## src/rtl/hk_spi_bitbang_pkg.sv

```systemverilog
// hk_spi_pkg: shared FSM states, command bits, register map and bit-bang decode for hk_spi_bitbang.
package hk_spi_pkg;
  typedef enum logic [1:0] {IDLE = 2'd0, COMMAND = 2'd1, ADDRESS = 2'd2, DATA = 2'd3} state_t;
  localparam int CMD_WR = 7;
  localparam int CMD_RD = 6;
  localparam logic [7:0] ADDR_MFG_HI  = 8'h01;
  localparam logic [7:0] ADDR_MFG_LO  = 8'h02;
  localparam logic [7:0] ADDR_PROD    = 8'h03;
  localparam logic [7:0] ADDR_BITBANG = 8'h13;
  localparam int BB_XFER = 0;
  localparam int BB_EN   = 1;
  localparam int BB_RSTN = 2;
  localparam int BB_LOAD = 3;
  localparam int BB_CLK  = 4;
  localparam int BB_D1   = 5;
  localparam int BB_D2   = 6;
  typedef struct packed {
    logic xfer;
    logic clk;
    logic load;
    logic rstn;
    logic d1;
    logic d2;
  } bb_out_t;
  // With enable low the chain is parked: clock/load/data low, resetn high.
  function automatic bb_out_t bb_decode(input logic [7:0] r);
    bb_out_t o;
    o.xfer = r[BB_XFER];
    o.clk  = r[BB_EN] & r[BB_CLK];
    o.load = r[BB_EN] & r[BB_LOAD];
    o.rstn = ~r[BB_EN] | r[BB_RSTN];
    o.d1   = r[BB_EN] & r[BB_D1];
    o.d2   = r[BB_EN] & r[BB_D2];
    return o;
  endfunction
endpackage

```

## src/rtl/hk_spi_bitbang_if.sv

```systemverilog
// hk_spi_bitbang_if: housekeeping SPI pin bundle; slave is the device side, master the host side.
interface hk_spi_bitbang_if;
  logic sck;
  logic csb;
  logic sdi;
  logic sdo;
  logic sdo_enb;
  modport slave (input sck, csb, sdi, output sdo, sdo_enb);
  modport master (output sck, csb, sdi, input sdo, sdo_enb);
endinterface

```

## src/rtl/hk_spi_bitbang_sync.sv

```systemverilog
// hk_spi_sync: 2-flop synchroniser with rise/fall detect on the synchronised level.
module hk_spi_sync #(
  parameter logic RST = 1'b0
) (
  input  logic clock,
  input  logic resetb,
  input  logic d,
  output logic q,
  output logic rise,
  output logic fall
);
  logic [2:0] s;
  always_ff @(posedge clock) s <= !resetb ? {3{RST}} : {s[1:0], d};
  assign q    = s[1];
  assign rise = s[1] & ~s[2];
  assign fall = ~s[1] & s[2];
endmodule

```

## src/rtl/hk_spi_bitbang.sv

```systemverilog
// hk_spi_bitbang: housekeeping SPI slave driving the GPIO config chain via register 0x13.
// Read support (sdo/sdo_enb) is built only when HKSPI_READ_EN is defined.
module hk_spi_bitbang
  import hk_spi_pkg::*;
#(
  parameter logic [7:0]  PRODUCT_ID = 8'h10,
  parameter logic [11:0] MFG_ID     = 12'h456
) (
  input  logic             clock,
  input  logic             resetb,
  hk_spi_bitbang_if.slave  spi,
  output logic             serial_xfer,
  output logic             serial_clock,
  output logic             serial_load,
  output logic             serial_resetn,
  output logic             serial_data_1,
  output logic             serial_data_2
);
  logic sck_s, sck_rise, sck_fall, csb_s, csb_rise, csb_fall, sdi_s, sdi_rise, sdi_fall;
  state_t state_q, state_n;
  logic [2:0] cnt;
  logic [6:0] sr;
  logic [7:0] addr, bb, byte_in;
  logic wr, byte_done;
  bb_out_t so;
  hk_spi_sync #(.RST(1'b0)) u_sck (.clock(clock), .resetb(resetb), .d(spi.sck), .q(sck_s), .rise(sck_rise), .fall(sck_fall));
  hk_spi_sync #(.RST(1'b1)) u_csb (.clock(clock), .resetb(resetb), .d(spi.csb), .q(csb_s), .rise(csb_rise), .fall(csb_fall));
  hk_spi_sync #(.RST(1'b0)) u_sdi (.clock(clock), .resetb(resetb), .d(spi.sdi), .q(sdi_s), .rise(sdi_rise), .fall(sdi_fall));
  logic unused_sync;
  assign unused_sync = &{1'b0, sck_s, sck_fall, csb_rise, csb_fall, sdi_rise, sdi_fall};
  assign byte_in   = {sr, sdi_s};
  assign byte_done = sck_rise && cnt == 3'd7 && state_q != IDLE && !csb_s;
  always_comb state_n = csb_s ? IDLE : state_q == IDLE ? COMMAND :
                        byte_done ? (state_q == COMMAND ? ADDRESS : DATA) : state_q;
  always_ff @(posedge clock) state_q <= !resetb ? IDLE : state_n;
  // A partial byte is simply dropped when csb rises: the counter never reaches 8.
  always_ff @(posedge clock)
    if (!resetb || csb_s || state_q == IDLE) begin
      cnt <= '0;
      sr  <= '0;
    end else if (sck_rise) begin
      cnt <= cnt + 3'd1;
      sr  <= byte_in[6:0];
    end
  always_ff @(posedge clock)
    if (!resetb) begin
      wr   <= 1'b0;
      addr <= '0;
      bb   <= '0;
      so   <= bb_decode(8'h00);
    end else if (byte_done) begin
      if (state_q == COMMAND) wr <= byte_in[CMD_WR];
      if (state_q == ADDRESS) addr <= byte_in;
      if (state_q == DATA) begin
        addr <= addr + 8'd1;
        if (wr && addr == ADDR_BITBANG) begin
          bb <= {1'b0, byte_in[6:0]};
          so <= bb_decode(byte_in);
        end
      end
    end
  assign serial_xfer   = so.xfer;
  assign serial_clock  = so.clk;
  assign serial_load   = so.load;
  assign serial_resetn = so.rstn;
  assign serial_data_1 = so.d1;
  assign serial_data_2 = so.d2;
`ifdef HKSPI_READ_EN
  logic rd, armed;
  logic [7:0] osr;
  function automatic logic [7:0] rdata(input logic [7:0] a, input logic [7:0] r);
    return a == ADDR_MFG_HI ? {4'h0, MFG_ID[11:8]} : a == ADDR_MFG_LO ? MFG_ID[7:0] :
           a == ADDR_PROD ? PRODUCT_ID : a == ADDR_BITBANG ? r : 8'h00;
  endfunction
  // Read data is captured at the 8th rise, before any write of the same byte lands.
  always_ff @(posedge clock)
    if (!resetb || csb_s) begin
      rd          <= 1'b0;
      armed       <= 1'b0;
      osr         <= '0;
      spi.sdo     <= 1'b0;
      spi.sdo_enb <= 1'b1;
    end else if (byte_done) begin
      if (state_q == COMMAND) rd <= byte_in[CMD_RD];
      else if (rd) begin
        osr   <= rdata(state_q == ADDRESS ? byte_in : addr + 8'd1, bb);
        armed <= 1'b1;
      end
    end else if (sck_fall && armed) begin
      spi.sdo     <= osr[7];
      osr         <= {osr[6:0], 1'b0};
      spi.sdo_enb <= 1'b0;
    end
`else
  logic unused_id;
  assign unused_id   = ^{PRODUCT_ID, MFG_ID};
  assign spi.sdo     = 1'b0;
  assign spi.sdo_enb = 1'b1;
`endif
endmodule

```

## src/flat_wrapper.sv

```systemverilog
// flat-port wrapper written by rule: the top's interface ports become plain ports
module hk_spi_bitbang_flat import hk_spi_pkg::*;
#(
  parameter logic [7:0]  PRODUCT_ID = 8'h10,
  parameter logic [11:0] MFG_ID     = 12'h456
)
  (clock, resetb, serial_xfer, serial_clock, serial_load, serial_resetn, serial_data_1, serial_data_2, spi_sck, spi_csb, spi_sdi, spi_sdo, spi_sdo_enb);
  hk_spi_bitbang_if spi_i ();
  input  logic clock;
  input  logic resetb;
  output logic serial_xfer;
  output logic serial_clock;
  output logic serial_load;
  output logic serial_resetn;
  output logic serial_data_1;
  output logic serial_data_2;
  input wire logic [$bits(spi_i.sck)-1:0] spi_sck;
  input wire logic [$bits(spi_i.csb)-1:0] spi_csb;
  input wire logic [$bits(spi_i.sdi)-1:0] spi_sdi;
  output wire logic [$bits(spi_i.sdo)-1:0] spi_sdo;
  output wire logic [$bits(spi_i.sdo_enb)-1:0] spi_sdo_enb;
  assign spi_i.sck = spi_sck;
  assign spi_i.csb = spi_csb;
  assign spi_i.sdi = spi_sdi;
  assign spi_sdo = spi_i.sdo;
  assign spi_sdo_enb = spi_i.sdo_enb;
  hk_spi_bitbang #(.PRODUCT_ID(PRODUCT_ID), .MFG_ID(MFG_ID)) u_core (.clock(clock), .resetb(resetb), .spi(spi_i), .serial_xfer(serial_xfer), .serial_clock(serial_clock), .serial_load(serial_load), .serial_resetn(serial_resetn), .serial_data_1(serial_data_1), .serial_data_2(serial_data_2));
endmodule
```

## config.mk

```make
export PLATFORM = sky130hd
export DESIGN_NAME = hk_spi_bitbang_flat
export DESIGN_NICKNAME = d
export VERILOG_FILES = /design/src/rtl/hk_spi_bitbang_pkg.sv /design/src/rtl/hk_spi_bitbang_if.sv /design/src/rtl/hk_spi_bitbang_sync.sv /design/src/rtl/hk_spi_bitbang.sv /design/src/flat_wrapper.sv
export SDC_FILE = /design/constraint.sdc
export NUM_CORES = 1
export LEC_CHECK = 0
export ABC_AREA = 1
export CAP_MARGIN = 10
export CORE_UTILIZATION = 35
export CTS_CLUSTER_SIZE = 40
export DETAILED_ROUTE_END_ITERATION = 8
export PLACE_DENSITY = 0.58
export SLEW_MARGIN = 5
export SYNTH_ARGS = -nofsm -noshare
export SYNTH_HDL_FRONTEND = slang
export SYNTH_SLANG_ARGS = --single-unit
```

## constraint.sdc

```tcl
create_clock -name clock -period 1.65 [get_ports clock]
set_input_delay 0.33 -clock clock [delete_from_list [all_inputs] [get_ports clock]]
set_output_delay 0.33 -clock clock [all_outputs]
set_load 0.02 [all_outputs]
```

== Word level (Yosys, flattened, before mapping) ==
Cells that the tools add are included.
Word-level totals
  word-level logic and storage cells: 53
  memories: 0
  register bits after elaboration: 34
  input port bits: 5
  latch bits: 0
  memory bits (read-only): 0
  output and inout port bits: 8
  memory bits (writable): 0
Operators by class
  bitwise operators: 9
  multiply operators: 0
  equality and inequality tests: 5
  magnitude comparators: 0
  shifts and indexed selects: 0
  div/mod/pow operators: 0
  reduce and logical (&&, ||, !) cells: 17
  $add $sub $neg: 2
  multiplexer cells: 5
Operators by type and width (count)
  $mux W8: 2
  $add A8 B1 Y8 const B: 1
  $eq A8 B5 Y1 const B: 1
  $reduce_bool A2 Y1: 3
  $and A1 B1 Y1: 5
  $eq A2 B2 Y1 const B: 2
  $logic_and A1 B1 Y1: 4
  $reduce_and A2 Y1: 2
  $add A3 B1 Y3 const B: 1
  $eq A3 B3 Y1 const B: 1
  $mux W1: 3
  $not A1 Y1: 3
  $reduce_and A3 Y1: 1
  $reduce_or A3 Y1: 1
  $eq A2 B1 Y1 const B: 1
  $logic_not A1 Y1: 2
  $logic_not A2 Y1: 1
  $logic_or A1 B1 Y1: 2
  $reduce_or A2 Y1: 1
  $or A1 B1 Y1: 1

== Logic depth before layout (Yosys ltp) ==
Gate-level depths: netlist of the first run.
  depth after elaboration: 7
  gate-level depth with buffers: 9
  gate-level depth less buffers: 9

== Cells and area by module ==
From an unflattened synthesis of the first run, not the netlist that was laid out.
Unflattened totals
  cell total of the unflattened synthesis: 241
  area total of the unflattened synthesis: 1695.4 µm²
Modules (own cells, without submodules)
  hk_spi_bitbang: cells an instance 203, area each 1401.3 µm², instances 1
  hk_spi_sync (u_core.u_sck ...): cells an instance 13, area each 100.1 µm², instances 2
  hk_spi_sync (u_core.u_csb): cells an instance 12, area each 93.8 µm², instances 1

== Worst setup path before layout of the first run ==
OpenSTA, ideal clock, no wires.
  kind: flip-flop to flip-flop
  from: register u_core.cnt[0]
  to: register u_core.addr[6]
  required time: 1.533 ns
  data arrival time: 1.226 ns
  path buffers: 0
  path slack: 0.307 ns
  cell stages (with the launch flop): 10
  cell sequence: dfxtp_1 -> ha_1 -> ha_1 -> nand2_1 -> nor2_4 -> nand2_2 -> inv_1 -> o21ai_1 -> nor2_1 -> nor2_1
Between the ends
  longest elaborated chain between the ends: 5
RTL lines
  start: declaration: line hk_spi_bitbang.sv:21  | logic [2:0] cnt;
  start signal: assignment: line hk_spi_bitbang.sv:42  | cnt <= cnt + 3'd1;
  $eq A3 B3 Y1: line hk_spi_bitbang.sv:32  | assign byte_done = sck_rise && cnt == 3'd7 && state_q != IDLE && !csb_s;
  $logic_and A1 B1 Y1 (3 in series): line hk_spi_bitbang.sv:32
  $reduce_and A2 Y1 (no source line)
  end signal: assignment: line hk_spi_bitbang.sv:53  | if (state_q == ADDRESS) addr <= byte_in;
  end signal: assignment: line hk_spi_bitbang.sv:55  | addr <= addr + 8'd1;
  end: declaration: line hk_spi_bitbang.sv:23  | logic [7:0] addr, bb, byte_in;
Every way passes these cells.
A chain may end at the register's enable or synchronous reset.

== Worst setup path in the final report of the first run ==
  from: register u_core.so (netlist bit u_core.serial_load)
  to: output port serial_load
RTL lines
  start: declaration: line hk_spi_bitbang.sv:25  | bb_out_t so;
  start signal: assignment: line hk_spi_bitbang.sv:50  | so <= bb_decode(8'h00);
  start signal: assignment: line hk_spi_bitbang.sv:58  | so <= bb_decode(byte_in);
  end: declaration: line flat_wrapper.sv:13  | output logic serial_load;
No word-level cell between the ends.

==> results of run 1 <==
-- layer usage --
layer  share of wire [%]  global-route usage (%)
met1                  51                    21.1
met2                  45                    23.0
met3                 4.1                    3.90
met4                   0                    4.67
met5                   0                       0
-- report_power, final --
group	internal, mW	switching, mW
registers	0.828	0.00516
clock network	0.335	0.313
logic	0.0237	0.0327
-- sequential cells by signal (all words and copies together) (netlist names) --
signal / cells
u_core.addr: 8
u_core.sr: 7
u_core.cnt: 3
u_core.u_sck.s: 3
u_core.state_q: 2
u_core.u_csb.s: 2
u_core.u_sdi.s: 2
u_core.serial_clock: 1
u_core.serial_data_1: 1
u_core.serial_data_2: 1
u_core.serial_load: 1
u_core.serial_resetn: 1
u_core.serial_xfer: 1
u_core.wr: 1
-- cell usage after synthesis, drive strengths merged --
library cell / number / area share [%]
nand2: 49 / 12
dfxtp: 34 / 42
nor2: 34 / 10
inv: 31 / 7.2
o21ai: 19 / 5.9
nand3: 18 / 6.3
a21oi: 17 / 5.3
buf: 6 / 3.5
ha: 3 / 2.3
nand4: 3 / 2.1
a211oi: 2 / 0.93
conb: 2 / 0.46
or2: 2 / 0.77
clkbuf: 1 / 0.23
xor2: 1 / 0.54
-- final timing paths --
check	startpoint	end	slack (ns)	depth (start not counted)
setup / recovery	u_core.serial_load$_SDFFE_PN0P_	serial_load	0.10	1
hold / removal	u_core.u_csb.s[0]$_SDFF_PN1_	u_core.u_csb.s[1]$_SDFF_PN1_	0.41	1
setup reg to reg	u_core.cnt[0]$_SDFFE_PP0N_	u_core.serial_load$_SDFFE_PN0P_	0.17	9
hold reg to reg	u_core.u_csb.s[0]$_SDFF_PN1_	u_core.u_csb.s[1]$_SDFF_PN1_	0.41	1
-- final cells by class --
type | count | share of cell area, %
clock buffer | 6 | 4.36
multi-input combinational | 150 | 40.8
tap | 52 | 3.44
inverter | 31 | 6.15
sequential | 34 | 36.1
timing repair buffer | 18 | 8.46
clock inverter | 2 | 0.661
-- kinds of logic after synthesis --
group | count (synthesis)
and+or+nand+nor | 106
AOI/OAI and AO/OA | 38
buffers and inverters | 38
DFF | 34
adders and majority gates | 3
other | 2
xor gates and xnor gates | 1
-- stage by stage --
| step | hold WS, ns | total power, mW | setup WS [ns] | area [um^2] |
|---|---|---|---|---|
| floorplan | 0.390 | 0.892 | 0.307 | 1620 |
| global placement | 0.395 | 0.909 | 0.0921 | 1770 |
| detailed placement | 0.397 | 0.909 | 0.0835 | 1770 |
| CTS | 0.414 | 1.56 | 0.0699 | 1870 |
| global route | 0.429 | 1.61 | 0.0188 | 1890 |
| finish | 0.413 | 1.54 | 0.104 | 1890 |
-- repair_timing --
action,4_1_cts,5_1_grt
resized for setup,0,6
setup endpoints to repair,0,6
setup buffers,0,2
==> out/summary.md, run 1 <==
### Run status
* complete, no violations — result of the run

### Layout
* 16.8% — Area growth, synth to finish
* 773 um^2 — area used by multi-input combinational logic
* 293 — final cell count without fillers
* 16.6% — fraction of final layout cells sized beyond drive strength 1
* 0 — ANT cells
* 43 x nand2_1, 32 x dfxtp_1, 29 x nor2_1 — commonest non-fill, non-tap cells in the layout
* 432 — # fillers
* 248 — final layout net count
* 42.9% — Post-Route Utilization
* nand2_1 — most common cell after layout, fill and taps aside
* 683 um^2 — sequential standard cell area

### Logic synthesis
* 12.0% — fraction of the mapped netlist area in compound gates
* 0.541% — post-synthesis xor/xnor area fraction
* 2.32% — adder-cell area share of the yosys netlist
* 25 — Yosys cell types
* 222 — number of instances in the synthesized netlist
* 0% — multiplexer fraction of the synthesized cell area
* 7.30 um^2 — mean cell area of the mapped netlist
* 31.7% — Simple-Gate Fraction of Synth Area
* 0.00162 mm^2 — netlist area before placement
* 0 — count of synthesis-stage warnings from yosys
* simple AND/OR/NAND/NOR gates — combinational family with the most area after synthesis
* 42.0% — share of synthesized area occupied by flip-flops and latches
* 34 — count of state elements after synthesis
* 230 — post-synth net total

### CTS
* 0.07 ns — clock transition at the register clock pins on the worst setup and hold paths after CTS
* yes — clock tree from TritonCTS
* 2 — CTS HTree Levels
* 34 — sinks on the clock net
* 5 — number of clock buffers inserted by TritonCTS
* 2 — clock buffer depth
* 0 — CTS hold repair buffers
* clkbuf_8 — cell at the root of the clock tree
* 0.28 ns — clock latency at the later pin of the worst-skew pair

### Global routing
* 1229 — via count of the first global-routing pass
* 15.2% — GRT Overall Usage
* 18 — largest net degree at the start of global routing
* 0 — leftover overflow at the end of global routing
* 0 — initial antenna violation count
* 5790 um — first-pass GRT wire length

### Critical path
* flop to primary output — critical setup path kind
* 1.32 ns — CP required
* 2 — maximum fanout encountered on the critical timing path
* clkdlybuf4s50_1 — worst-path cell with the longest stage delay
* 0.60 ns — maximum cell stage delay along the critical path
* 1.22 ns — CP Data Arrival Time
* 1 — Buffers & Inverters on Critical Path
* clkdlybuf4s50_1 — ordered cell list for the critical path
* primary output — endpoint type of the worst setup path
* buffers and inverters — top cell family by delay on the critical path
* flop — Critical Path Source Type

### Floorplanning
* 0.00491 mm^2 — Die Outline Area
* 36.7% — starting utilization of the core area
* 13 — ports placed on the boundary
* 70.0 um — overall die width
* 0.00441 mm^2 — placeable core area
* 24 — Cell Rows
* 70.0 um — die height

### Power
* 813 mW/mm^2 — PD cells
* 0.000603 V — largest vdd supply drop
* 0.771 nW — Leak

### Timing
* 0 ns — total negative slack
* 0.00650 ns — final setup skew
* 0 — number of failing hold endpoints at the final stage
* 0 — Final Max Slew Viols
* 93.7% — final cycle utilization of the critical path
* 1.55 ns — Min Clock Period, post-route
* false — RSZ-0062 raised after global routing
* 647 MHz — maximum clock frequency
* 0 — Setup Viol. Count Final

### Detailed routing
* 4 — drt pass-1 iters
* 86 — Iter 0 DRT Violations
* 1349 — Vias
* 11.5 um — mean routed wirelength per cell
* 4.60 — average via count per standard cell
* 0 — antenna-violating nets left
* 3370 um — total routed wirelength
* 0 — Remaining DRCs

### Place
* 0.811 — routability congestion estimate
* 2500 um — Detail Placement HPWL
* 283 — placed cells
* 10 — port bufs

### Hold path
* flop to flop — kind of path behind the tightest hold check

### Flow run
* 0 — max_cap viols

No activity file was read; power rests on OpenSTA's default activity.
==> inputs of run 2 (changes only) <==
--- a/config.mk
+++ b/config.mk
@@ -11,6 +11,7 @@
 export CTS_CLUSTER_SIZE = 40
 export DETAILED_ROUTE_END_ITERATION = 8
 export PLACE_DENSITY = 0.58
+export SETUP_SLACK_MARGIN = 0.5
 export SLEW_MARGIN = 5
 export SYNTH_ARGS = -nofsm -noshare
 export SYNTH_HDL_FRONTEND = slang
==> out/summary.md, run 2 (synthesis gave the netlist of run 1 again) <==
### Timing
* 0 — number of failing hold endpoints at the final stage, unchanged
* 711 MHz — maximum clock frequency, +10%
* 1.41 ns — Min Clock Period, post-route, -0.140 ns
* 0.414 ns — Hold WS, +0.000957 ns
* 85.2% — final cycle utilization of the critical path, -8.5 points
* 0 — Final Max Slew Viols, unchanged
* 0.00520 ns — final setup skew, -0.00129 ns
* 0 — Setup Viol. Count Final, unchanged
* true — RSZ-0062 raised after global routing
* 0 ns — total negative slack, unchanged

### Critical path
* 9 — cells on worst reg2reg path, unchanged
* flop to flop — critical setup path kind
* flop — Critical Path Source Type
* 5 — maximum fanout encountered on the critical timing path, +3
* u_core.cnt[0]$_SDFFE_PP0N_ — start of the worst register-to-register path
* 0.36 ns — maximum cell stage delay along the critical path, -0.24 ns
* ha_4, ha_4, nand2_4, nor2_4, nand3_4, nor2_8, nand2_1, nand2_1, nor2_1 — ordered cell list for the critical path
* flop — endpoint type of the worst setup path
* dfxtp_2 — worst-path cell with the longest stage delay
* 0.24 ns — internal reg-to-reg setup slack, +0.07 ns
* 1.84 ns — CP required, +0.52 ns
* 1.60 ns — CP Data Arrival Time, +0.38 ns
* u_core.serial_data_2$_SDFFE_PN0P_ — endpoint of the lowest-slack register-to-register path

### Power
* 907 mW/mm^2 — PD cells, +12%
* 0.000503 V — largest vdd supply drop, -17%
* 45.1% — sequential share of power, -9.1 points
* 51.7% — share of total power in the clock network, +9.5 points
* 3.2% — Comb power frac, -0.5 points
* 0.842 nW — Leak, +9.2%
* 1.50 mW — internal power consumption, +26%
* 0.349 mW — P_sw, -0.51%
* 18.9% — fraction of power spent switching nets, -3.9 points
* 1.85 mW — sum of internal, switching and leakage power, +20%

### Detailed routing
* 76 um — total met3 wirelength after detailed routing, -45%
* 4 — drt pass-1 iters, unchanged
* 11.6 um — mean routed wirelength per cell, +1.3%
* 4.72 — average via count per standard cell, +2.5%
* 3440 um — total routed wirelength, +2.3%
* 1740 um — total routed wire length on the met1 layer, +1.2%
* 1550 um — length of routed met2 wiring, +2.6%
* met4 — uppermost layer routed
* 1397 — Vias, +3.6%
* 0 — Remaining DRCs, unchanged
* 0 — antenna-violating nets left, unchanged
* 55 — Iter 0 DRT Violations, -36%

### CTS
* 34 — sinks on the clock net, unchanged
* 0 — CTS hold repair buffers, unchanged
* 0.07 ns — clock transition at the register clock pins on the worst setup and hold paths after CTS, about the same
* 2 — CTS HTree Levels, unchanged
* yes — clock tree from TritonCTS
* 5 — number of clock buffers inserted by TritonCTS, unchanged
* 0.29 ns — clock latency at the later pin of the worst-skew pair, about the same
* 2 — clock buffer depth, unchanged
* clkbuf_8 — cell at the root of the clock tree

### Global routing
* 18 — largest net degree at the start of global routing, unchanged
* 1407 — via count of the first global-routing pass, +14%
* 0 — leftover overflow at the end of global routing, unchanged
* 6170 um — first-pass GRT wire length, +6.5%
* 0 — initial antenna violation count, unchanged
* 16.1% — GRT Overall Usage, +0.97 points

### Hold path
* flop to flop — kind of path behind the tightest hold check
* u_core.u_csb.s[0]$_SDFF_PN1_ — hold path startpoint
* u_core.u_csb.s[1]$_SDFF_PN1_ — endpoint of the worst hold path
* 1 — cell depth of the worst hold path, unchanged

### Layout
* nand2_1 — most common cell after layout, fill and taps aside
* 39 x nand2_1, 28 x dfxtp_1, 26 x nor2_1 — commonest non-fill, non-tap cells in the layout
* 0 — ANT cells, unchanged
* 27.0% — fraction of final layout cells sized beyond drive strength 1, +10 points
* 456 — # fillers, +5.6%
* 8 — max reg flops, unchanged
* u_core.addr: 8 flops, u_core.sr: 7 flops — top flop regs
* 25.6% — Area growth, synth to finish
* u_core.addr — Top reg by flops
* 251 — final layout net count, +1.2%

### Place
* 10 — port bufs, unchanged
* 2560 um — Detail Placement HPWL, +2.4%
* 0.791 — routability congestion estimate, -2.5%

### Floorplanning
* 36.7% — starting utilization of the core area, unchanged
* 70.0 um — overall die width, unchanged
* 70.0 um — die height, unchanged
* 0.00491 mm^2 — Die Outline Area, unchanged
* 0.00441 mm^2 — placeable core area, unchanged
* 24 — Cell Rows, unchanged
* 13 — ports placed on the boundary, unchanged

### Run status
* complete, no violations — result of the run

### Flow run
* 0 — max_cap viols, unchanged

-- run 2: cell count changes in the layout (fill, tap and decap cells not counted), sizes merged --
cell / delta
clkdlybuf4s50: -7
nor2: +1
dlymetal6s2s: +1
clkinvlp: -1
bufinv: +2
buf: +8
clkinv: -1
-- run 2: through the flow --
stage               instance area (um^2)  utilization, %  worst slack (ns)  std cells
finish                              2030            46.1             0.244        296
detailed placement                  1800            40.8             0.135        283
CTS                                 1980            44.8             0.226        294
floorplan                           1650               -             0.353        222
global route                        2030            46.1             0.156        296
global placement                    1800            40.8             0.144        283
-- run 2: critical path: cells and delay by family (launching register included) --
family        cells  cell delay, ns
simple gates      7            0.70
flops             1            0.36
fa+ha+maj         2            0.27
-- run 2: layout make-up --
type / instances / area, um^2 / share of cell area (%)
Multi-Input combinational cell: 151 / 855 / 42.0
Sequential cell: 34 / 691 / 33.9
Timing Repair Buffer: 20 / 160 / 7.87
Inverter: 31 / 121 / 5.97
Clock buffer: 6 / 82.6 / 4.06
Tap cell: 52 / 65.1 / 3.20
Clock inverter: 2 / 60.1 / 2.95
-- run 2: power groups by stage --
stage               sequential [mW]  clock (mW)  combinational [mW]
floorplan                     0.851           0              0.0417
global placement              0.853           0              0.0571
detailed placement            0.853           0              0.0575
CTS                           0.833       0.982              0.0588
global route                  0.833        1.00              0.0655
finish                        0.833       0.954              0.0592
-- run 2: routing by layer --
layer | GRT usage [%] | vias to the layer above
met1 | 20.3 | 630
met2 | 25.2 | 15
li1 | - | 743
met5 | 0 | -
met4 | 8.89 | 0
met3 | 4.04 | 9
-- run 2: worst max path at each step --
stage / from / to / slack [ns]
finish: u_core.cnt[0]$_SDFFE_PP0N_ / u_core.serial_data_2$_SDFFE_PN0P_ / 0.24
global route: u_core.cnt[0]$_SDFFE_PP0N_ / u_core.serial_clock$_SDFFE_PN0P_ / 0.16
CTS: u_core.cnt[0]$_SDFFE_PP0N_ / u_core.serial_clock$_SDFFE_PN0P_ / 0.23
detailed placement: resetb / u_core.sr[0]$_SDFFE_PP0N_ / 0.14
global placement: u_core.cnt[1]$_SDFFE_PP0N_ / u_core.addr[6]$_SDFFE_PN0P_ / 0.14
floorplan: u_core.cnt[1]$_SDFFE_PP0N_ / u_core.addr[5]$_SDFFE_PN0P_ / 0.35
-- run 2: timing repair --
action	in CTS	in global routing
buffers inserted	2	2
pin swaps	11	3
endpoints found under the setup margin	32	29
resized for setup	31	20
cloned	1	0
